$ cat src/rtl/parking_pkg.sv
// Shared types and defaults for the parking gate arbiter.
package parking_pkg;

  localparam int unsigned DefaultCapacity = 8;

  typedef enum logic [1:0] {
    StIdle,
    StOpenIn,
    StOpenOut,
    StGuard
  } state_e;

  typedef enum logic {
    LaneEntry,
    LaneExit
  } lane_e;

endpackage

$ cat src/rtl/gate_timer.sv
// Loadable down-counter shared by the open timeout and the post-service guard delay.
module gate_timer #(
  parameter int unsigned Width = 4
) (
  input  logic             clk,
  input  logic             reset,
  input  logic             load,
  input  logic [Width-1:0] load_val,
  output logic             done
);

  logic [Width-1:0] value;

  always_ff @(posedge clk or negedge reset) begin
    if (!reset) begin
      value <= '0;
    end else if (load) begin
      value <= load_val;
    end else if (value != '0) begin
      value <= value - Width'(1);
    end
  end

  assign done = (value == '0);

endmodule

$ cat src/rtl/parking_gate_arbiter.sv
// Arbitrates the single barrier gate between entry and exit lanes and tracks occupancy.
module parking_gate_arbiter
  import parking_pkg::*;
#(
  parameter int unsigned CAPACITY   = DefaultCapacity,
  parameter int unsigned OPEN_TIME  = 16,
  parameter int unsigned GUARD_TIME = 2
) (
  input  logic                           clk,
  input  logic                           reset,
  input  logic                           entry_req,
  input  logic                           exit_req,
  input  logic                           car_passed,
  output logic                           gate_open,
  output logic                           grant_entry,
  output logic                           grant_exit,
  output logic [$clog2(CAPACITY+1)-1:0]  count,
  output logic                           full,
  output logic                           empty,
  output logic                           timeout_err
);

  localparam int unsigned CountW  = $clog2(CAPACITY + 1);
  localparam int unsigned MaxTime = (OPEN_TIME > GUARD_TIME) ? OPEN_TIME : GUARD_TIME;
  localparam int unsigned TimerW  = $clog2(MaxTime + 1);

  state_e            state;
  lane_e             last_served;
  logic              elig_entry, elig_exit, pick_entry, pick_exit, open_done;
  logic              timer_load, timer_done;
  logic [TimerW-1:0] timer_val;

  assign full  = (count == CountW'(CAPACITY));
  assign empty = (count == '0);

  always_comb begin
    elig_entry = entry_req & ~full;
    elig_exit  = exit_req & ~empty;
    // On a tie, the lane that was not served last wins.
    pick_entry = elig_entry & (~elig_exit | (last_served == LaneExit));
    pick_exit  = elig_exit & ~pick_entry;
    open_done  = car_passed | timer_done;
    timer_load = 1'b0;
    timer_val  = TimerW'(GUARD_TIME - 1);
    case (state)
      StIdle: begin
        if (pick_entry || pick_exit) begin
          timer_load = 1'b1;
          timer_val  = TimerW'(OPEN_TIME - 1);
        end
      end
      StOpenIn, StOpenOut: timer_load = open_done;
      default: ;
    endcase
  end

  gate_timer #(
    .Width (TimerW)
  ) u_timer (
    .clk      (clk),
    .reset    (reset),
    .load     (timer_load),
    .load_val (timer_val),
    .done     (timer_done)
  );

  always_ff @(posedge clk or negedge reset) begin
    if (!reset) begin
      state       <= StIdle;
      last_served <= LaneExit;
      count       <= '0;
      gate_open   <= 1'b0;
      grant_entry <= 1'b0;
      grant_exit  <= 1'b0;
      timeout_err <= 1'b0;
    end else begin
      grant_entry <= 1'b0;
      grant_exit  <= 1'b0;
      timeout_err <= 1'b0;
      case (state)
        StIdle: begin
          if (pick_entry) begin
            state       <= StOpenIn;
            gate_open   <= 1'b1;
            grant_entry <= 1'b1;
            last_served <= LaneEntry;
          end else if (pick_exit) begin
            state       <= StOpenOut;
            gate_open   <= 1'b1;
            grant_exit  <= 1'b1;
            last_served <= LaneExit;
          end
        end
        StOpenIn, StOpenOut: begin
          if (open_done) begin
            state     <= StGuard;
            gate_open <= 1'b0;
            // A pass on the timer's last cycle still counts; saturate at the bounds.
            if (car_passed) begin
              if (state == StOpenIn && !full) begin
                count <= count + CountW'(1);
              end else if (state == StOpenOut && !empty) begin
                count <= count - CountW'(1);
              end
            end else begin
              timeout_err <= 1'b1;
            end
          end
        end
        StGuard: begin
          if (timer_done) begin
            state <= StIdle;
          end
        end
        default: state <= StIdle;
      endcase
    end
  end

endmodule

$ cat config.mk
export PLATFORM = sky130hd
export DESIGN_NAME = parking_gate_arbiter
export DESIGN_NICKNAME = d
export VERILOG_FILES = /design/src/rtl/parking_pkg.sv /design/src/rtl/gate_timer.sv /design/src/rtl/parking_gate_arbiter.sv
export SDC_FILE = /design/constraint.sdc
export NUM_CORES = 1
export LEC_CHECK = 0
export ABC_AREA = 1
export BUFFER_PORTS_ARGS = -buffer_cell sky130_fd_sc_hd__buf_2
export CAP_MARGIN = 20
export CORE_MARGIN = 3
export CORE_UTILIZATION = 40
export DETAILED_ROUTE_END_ITERATION = 10
export PLACE_DENSITY = 0.63
export REMOVE_ABC_BUFFERS = 1
export SKIP_CTS_REPAIR_TIMING = 1
export SLEW_MARGIN = 25
export SYNTH_ARGS = -nofsm -noshare
export SYNTH_HDL_FRONTEND = slang
export SYNTH_HIERARCHICAL = 1
export SYNTH_SLANG_ARGS = --single-unit
$ cat constraint.sdc
create_clock -name clk -period 5.8 [get_ports clk]
set_clock_uncertainty 0.1 [all_clocks]
set_input_delay 0.58 -clock clk [delete_from_list [all_inputs] [get_ports clk]]
set_output_delay 0.58 -clock clk [all_outputs]
set_load 0.01 [all_outputs]
* After elaboration in Yosys (flattened, before gate mapping)
Cells that the tools add are included. Widths: inputs -> output; s select.
Word-level totals: flip-flop bits (word level) 16
Operators by class: bitwise logic cells 10, reductions and logical operators 18, muxes and demuxes 26, $add $sub $neg 3, equality and inequality tests 7
Operators with widths (number):
- $mux 4 | 4
- $mux 1 | 13
- $mux 5 | 2
- $mux 2 | 4
- $reduce_bool 2->1 | 4
- $pmux 2 s3 | 1
- $reduce_and 3->1 | 2
- $logic_not 5->1 | 1
- $reduce_bool 5->1 | 1
- $sub 5x1->5 const B | 1
- $add 4x1->4 const B | 1
- $and 1x1->1 | 4
- $eq 2x2->1 const B | 2
- $eq 4x4->1 const B | 1
- $logic_not 4->1 | 1
- $ne 2x2->1 const B | 2
- $not 1->1 | 4
- $pmux 1 s2 | 2
- $reduce_and 4->1 | 1
- $sub 4x1->4 const B | 1
- $ne 3x3->1 const B | 1
- $eq 2x1->1 const B | 1
- $logic_and 1x1->1 | 2
- $logic_not 1->1 | 2
- other kinds (5) | 6

* Longest topological paths before layout
depth in word-level cells 12, mapped depth 12, mapped depth without buffers 12

* Hierarchy
Netlist, hierarchy kept.
Modules (own cells, without submodules):
- parking_gate_arbiter | seq. area each 276.5 um2, area each 785.8 um2, times used 1, cells each 100
- gate_timer | seq. area each 125.1 um2, area each 302.8 um2, times used 1, cells each 39

* Least setup slack after synthesis
OpenSTA, ideal clock, no wires.
kind register -> register, from register u_timer.value[0], to register u_timer.value[3], arrival time 1629 ps, slack 3954 ps, library setup time 116 ps, cell stages (with the launch flop) 12, clock period less this slack 1846 ps, cell sequence dfrtp_1 -> inv_1 -> ha_1 -> nand3_2 -> inv_1 -> o21ai_0 -> a21oi_1 -> inv_2 -> nand2_2 -> inv_2 -> nand2_1 -> nand2_1
Between the ends: cells in the longest elaborated chain, start to end 4, elaborated cells on any way between the ends 8, those cells by class add/sub: 1; mux: 3; bitwise: 1; reduce/logical: 3
Ends and longest elaborated chain:
- start: declaration | line gate_timer.sv:12 | logic [Width-1:0] value;
- start signal: assignment | line gate_timer.sv:18 | value <= load_val;
- start signal: assignment | line gate_timer.sv:20 | value <= value - Width'(1);
- $logic_not 5->1 * | line gate_timer.sv:24 | assign done = (value == '0);
- via timer_done | line parking_gate_arbiter.sv:30 | logic timer_load, timer_done;
- $or 1x1->1 * | line parking_gate_arbiter.sv:42 | open_done = car_passed | timer_done;
- $pmux 1 s2 * | line parking_gate_arbiter.sv:45 | case (state)
- via timer_load | line parking_gate_arbiter.sv:30
- $mux 5 / $reduce_bool 2->1 (equally long branches)
Mark *: on every way through the listed nets, which the timed path passes. The rest lies on a longest branch. The select of a mux whose other input is x is not followed. A chain may end at the register's enable or synchronous reset.

* Final worst setup path
from register u_timer.value[0], to register u_timer.value[1]
Same word-level chain as after synthesis.

==> summary.md <==
## Timing
* **Final Max Slew Viols** 0
* **minimum period implied by the final worst setup slack** 2130 ps
* **final period utilization** 0.367
* **RSZ-0062 raised after global routing** false
* **total negative slack for setup checks** 0 ps
* **peak clock frequency supported by timing** 470 MHz
* **tightest hold margin** 93.7 ps
* **final setup vio count** 0
* **final-report hold violation count** 0
* **worst slew margin relative to its limit** 0.621
* **actual slew at the worst max-slew pin** 568 ps

## Floorplanning
* **count of pins on the block boundary** 15
* **area enclosed by the die boundary** 0.00338 mm^2
* **standard-cell rows** 18
* **vertical extent of the die** 58.2 um
* **chip width** 58.2 um
* **Placeable Area** 0.00252 mm^2
* **initial core utilization** 0.432

## Drt
* **sum of routed wire length over all layers** 1940 um
* **routed via count** 881
* **WL/cell** 10.4 um
* **First-pass DRT Iterations** 4
* **DRC violation total after the first TritonRoute iteration** 29
* **routed via count divided by cell count** 4.71
* **DR DRC count** 0
* **post-detailed-route count of antenna-violating nets** 0

## GRT
* **first-pass GRT wire length** 3390 um
* **sum of overflow across all layers after global routing** 0
* **antenna violations before repair** 0
* **GRT Util Overall** 0.128
* **largest net degree at the start of global routing** 17
* **vias in the first global route** 833

## Final layout
* **Final Net Count** 171
* **n_diodes** 0
* **top library cells by usage in the layout, fill and taps aside** sky130_fd_sc_hd__nand2_1 (39), sky130_fd_sc_hd__inv_1 (19), sky130_fd_sc_hd__dfrtp_1 (15), sky130_fd_sc_hd__buf_2 (14)
* **Final Non-Filler Cells** 187
* **layout-stage area growth over the synthesis result** 13.2%
* **fraction of final layout cells with drive strength greater than 1** 0.268
* **most common library cell in the layout ignoring fill and taps** sky130_fd_sc_hd__nand2_1

## Placed design
* **half-perimeter wire length of the detailed placement result** 1540 um
* **gpl congestion** 0.796
* **# port buffers** 14
* **Cells after DPL** 183

## Power
* **Pwr Density** 642 mW/mm^2
* **LEAKAGE** 0.000717 uW
* **Worst IR Drop VDD** 329 uV

## Clock tree
* **clock transition time at the flip-flop clock pins of the worst setup and hold paths** 100 ps
* **H-tree lvl count** 1
* **clock tree from TritonCTS** done
* **total clock sinks** 16
* **Skew-Pair Late Insertion Delay** 280 ps
* **number of buffers between clock root and the deepest sink** 2
* **clock tree root buffer cell** sky130_fd_sc_hd__clkbuf_4
* **number of buffers inserted during clock tree synthesis** 3

## Status
* **outcome** complete, no violations

## Synth
* **cells after synthesis** 139
* **mean area per synthesized cell** 7.83 um^2
* **dominant cell type by area after synthesis** sky130_fd_sc_hd__dfrtp_1
* **proportion of netlist area held by the largest area contributor** 0.345
* **cell area after synthesis** 0.00109 mm^2
* **warning count from the yosys run** 6
* **number of library cell types mapped by synthesis** 24
* **post-synthesis register bit count** 16
* **sequential share of the synthesized area** 0.369
* **dominant cells by area after synthesis** sky130_fd_sc_hd__dfrtp_1 (34%), sky130_fd_sc_hd__nand2_1 (13%), sky130_fd_sc_hd__ha_1 (8.0%)

## Worst hold path
* **worst min-delay path class** input port to asynchronous set/reset pin

## Critical path
* **critical path peak fanout** 8
* **CP startpoint kind** register
* **arrival time at the worst endpoint** 2230 ps
* **required time at the endpoint of the critical path** 5910 ps
* **Worst Setup End Kind** register
* **WS Path Type** register to register

## Flow run
* **max-cap violation count** 0

-- cell type report --
class                           count  area [um^2]
Fill cell                         256         1290
Timing Repair Buffer               14         70.1
Clock buffer                        4         36.3
Tap cell                           30         37.5
Inverter                           24         90.1
Multi-Input combinational cell     99          597
Sequential cell                    16          402
-- registers in the layout, indices dropped and copies added (netlist names) --
register       flops
u_timer/value      5
count              4
state              2
gate_open          1
grant_entry        1
grant_exit         1
last_served        1
timeout_err        1
-- routing by layer --
layer | up-vias | GRT usage | share of wire
li1 | 465 | - | -
met4 | 0 | 0.0497 | 0.0098
met5 | - | 0 | 0
met3 | 2 | 0.0134 | 0.039
met2 | 15 | 0.205 | 0.45
met1 | 399 | 0.177 | 0.50
-- logic make-up after synthesis --
| family | Yosys count | share of synthesized area |
|---|---|---|
| AOI/OAI and AO/OA | 14 | 0.0667 |
| xor gates and xnor gates | 3 | 0.0241 |
| adders and majority gates | 8 | 0.0988 |
| buffers and inverters | 24 | 0.0828 |
| DFF | 16 | 0.369 |
| other | 2 | 0.00690 |
| and+or+nand+nor | 72 | 0.352 |
-- worst paths after layout --
kind / endpoint / slack [ps] / from / depth (start not counted)
max: u_timer/value[1] / 3670 / u_timer/value[0] / 10
min: count[3] / 90 / reset / 1
max reg2reg: u_timer/value[1] / 3670 / u_timer/value[0] / 10
min reg2reg: last_served / 380 / last_served / 2
max in group asynchronous: last_served / 5190 / reset / 1
min in group clk: last_served / 380 / last_served / 2
-- where the power goes --
group | leakage, uW | internal [uW] | switching [uW]
sequential | 0.000200 | 168 | 47.0
clock | 0.0000210 | 38.1 | 35.2
combinational | 0.000497 | 197 | 306
-- synth_stat cells --
library cell               count
sky130_fd_sc_hd__nand3_2       2
sky130_fd_sc_hd__o21bai_1      1
sky130_fd_sc_hd__a21oi_1       4
sky130_fd_sc_hd__nand3b_1      2
sky130_fd_sc_hd__o21ai_1       5
sky130_fd_sc_hd__nand3_1       5
sky130_fd_sc_hd__nor2_1        5
sky130_fd_sc_hd__nor2_4        2
sky130_fd_sc_hd__conb_1        2
sky130_fd_sc_hd__ha_1          7
sky130_fd_sc_hd__inv_1        19
sky130_fd_sc_hd__xnor2_1       3
sky130_fd_sc_hd__dfrtp_1      15
sky130_fd_sc_hd__dfstp_2       1
sky130_fd_sc_hd__fa_1          1
sky130_fd_sc_hd__nand2_4       5
sky130_fd_sc_hd__nor2b_1       1
sky130_fd_sc_hd__nand4_2       1
sky130_fd_sc_hd__nor2_2        1
sky130_fd_sc_hd__nand2_2       7
sky130_fd_sc_hd__inv_2         5
sky130_fd_sc_hd__nand2_1      39
sky130_fd_sc_hd__o21ai_0       4
sky130_fd_sc_hd__nor3_1        2
-- through the flow --
stage	setup WS [ps]	util	instance area [um^2]	power, uW
3_5_place_dp	3720	0.474	1200	723
5_1_grt	3470	0.489	1230	883
2_1_floorplan	3950	-	1090	615
3_3_place_gp	3810	0.474	1200	708
4_1_cts	3690	0.489	1230	803
6_report	3670	0.489	1230	791
-- critical path, stage by stage, from the launching register on --
cell	delay, ps
sky130_fd_sc_hd__dfrtp_1	390
sky130_fd_sc_hd__inv_1	110
sky130_fd_sc_hd__ha_1	270
sky130_fd_sc_hd__nand3_2	130
sky130_fd_sc_hd__inv_1	90
sky130_fd_sc_hd__o21ai_0	90
sky130_fd_sc_hd__a21oi_1	490
sky130_fd_sc_hd__inv_2	120
sky130_fd_sc_hd__nand4_2	140
sky130_fd_sc_hd__nand2_1	60
sky130_fd_sc_hd__o21ai_1	70
Note: power is estimated with default switching activity, not from simulation.
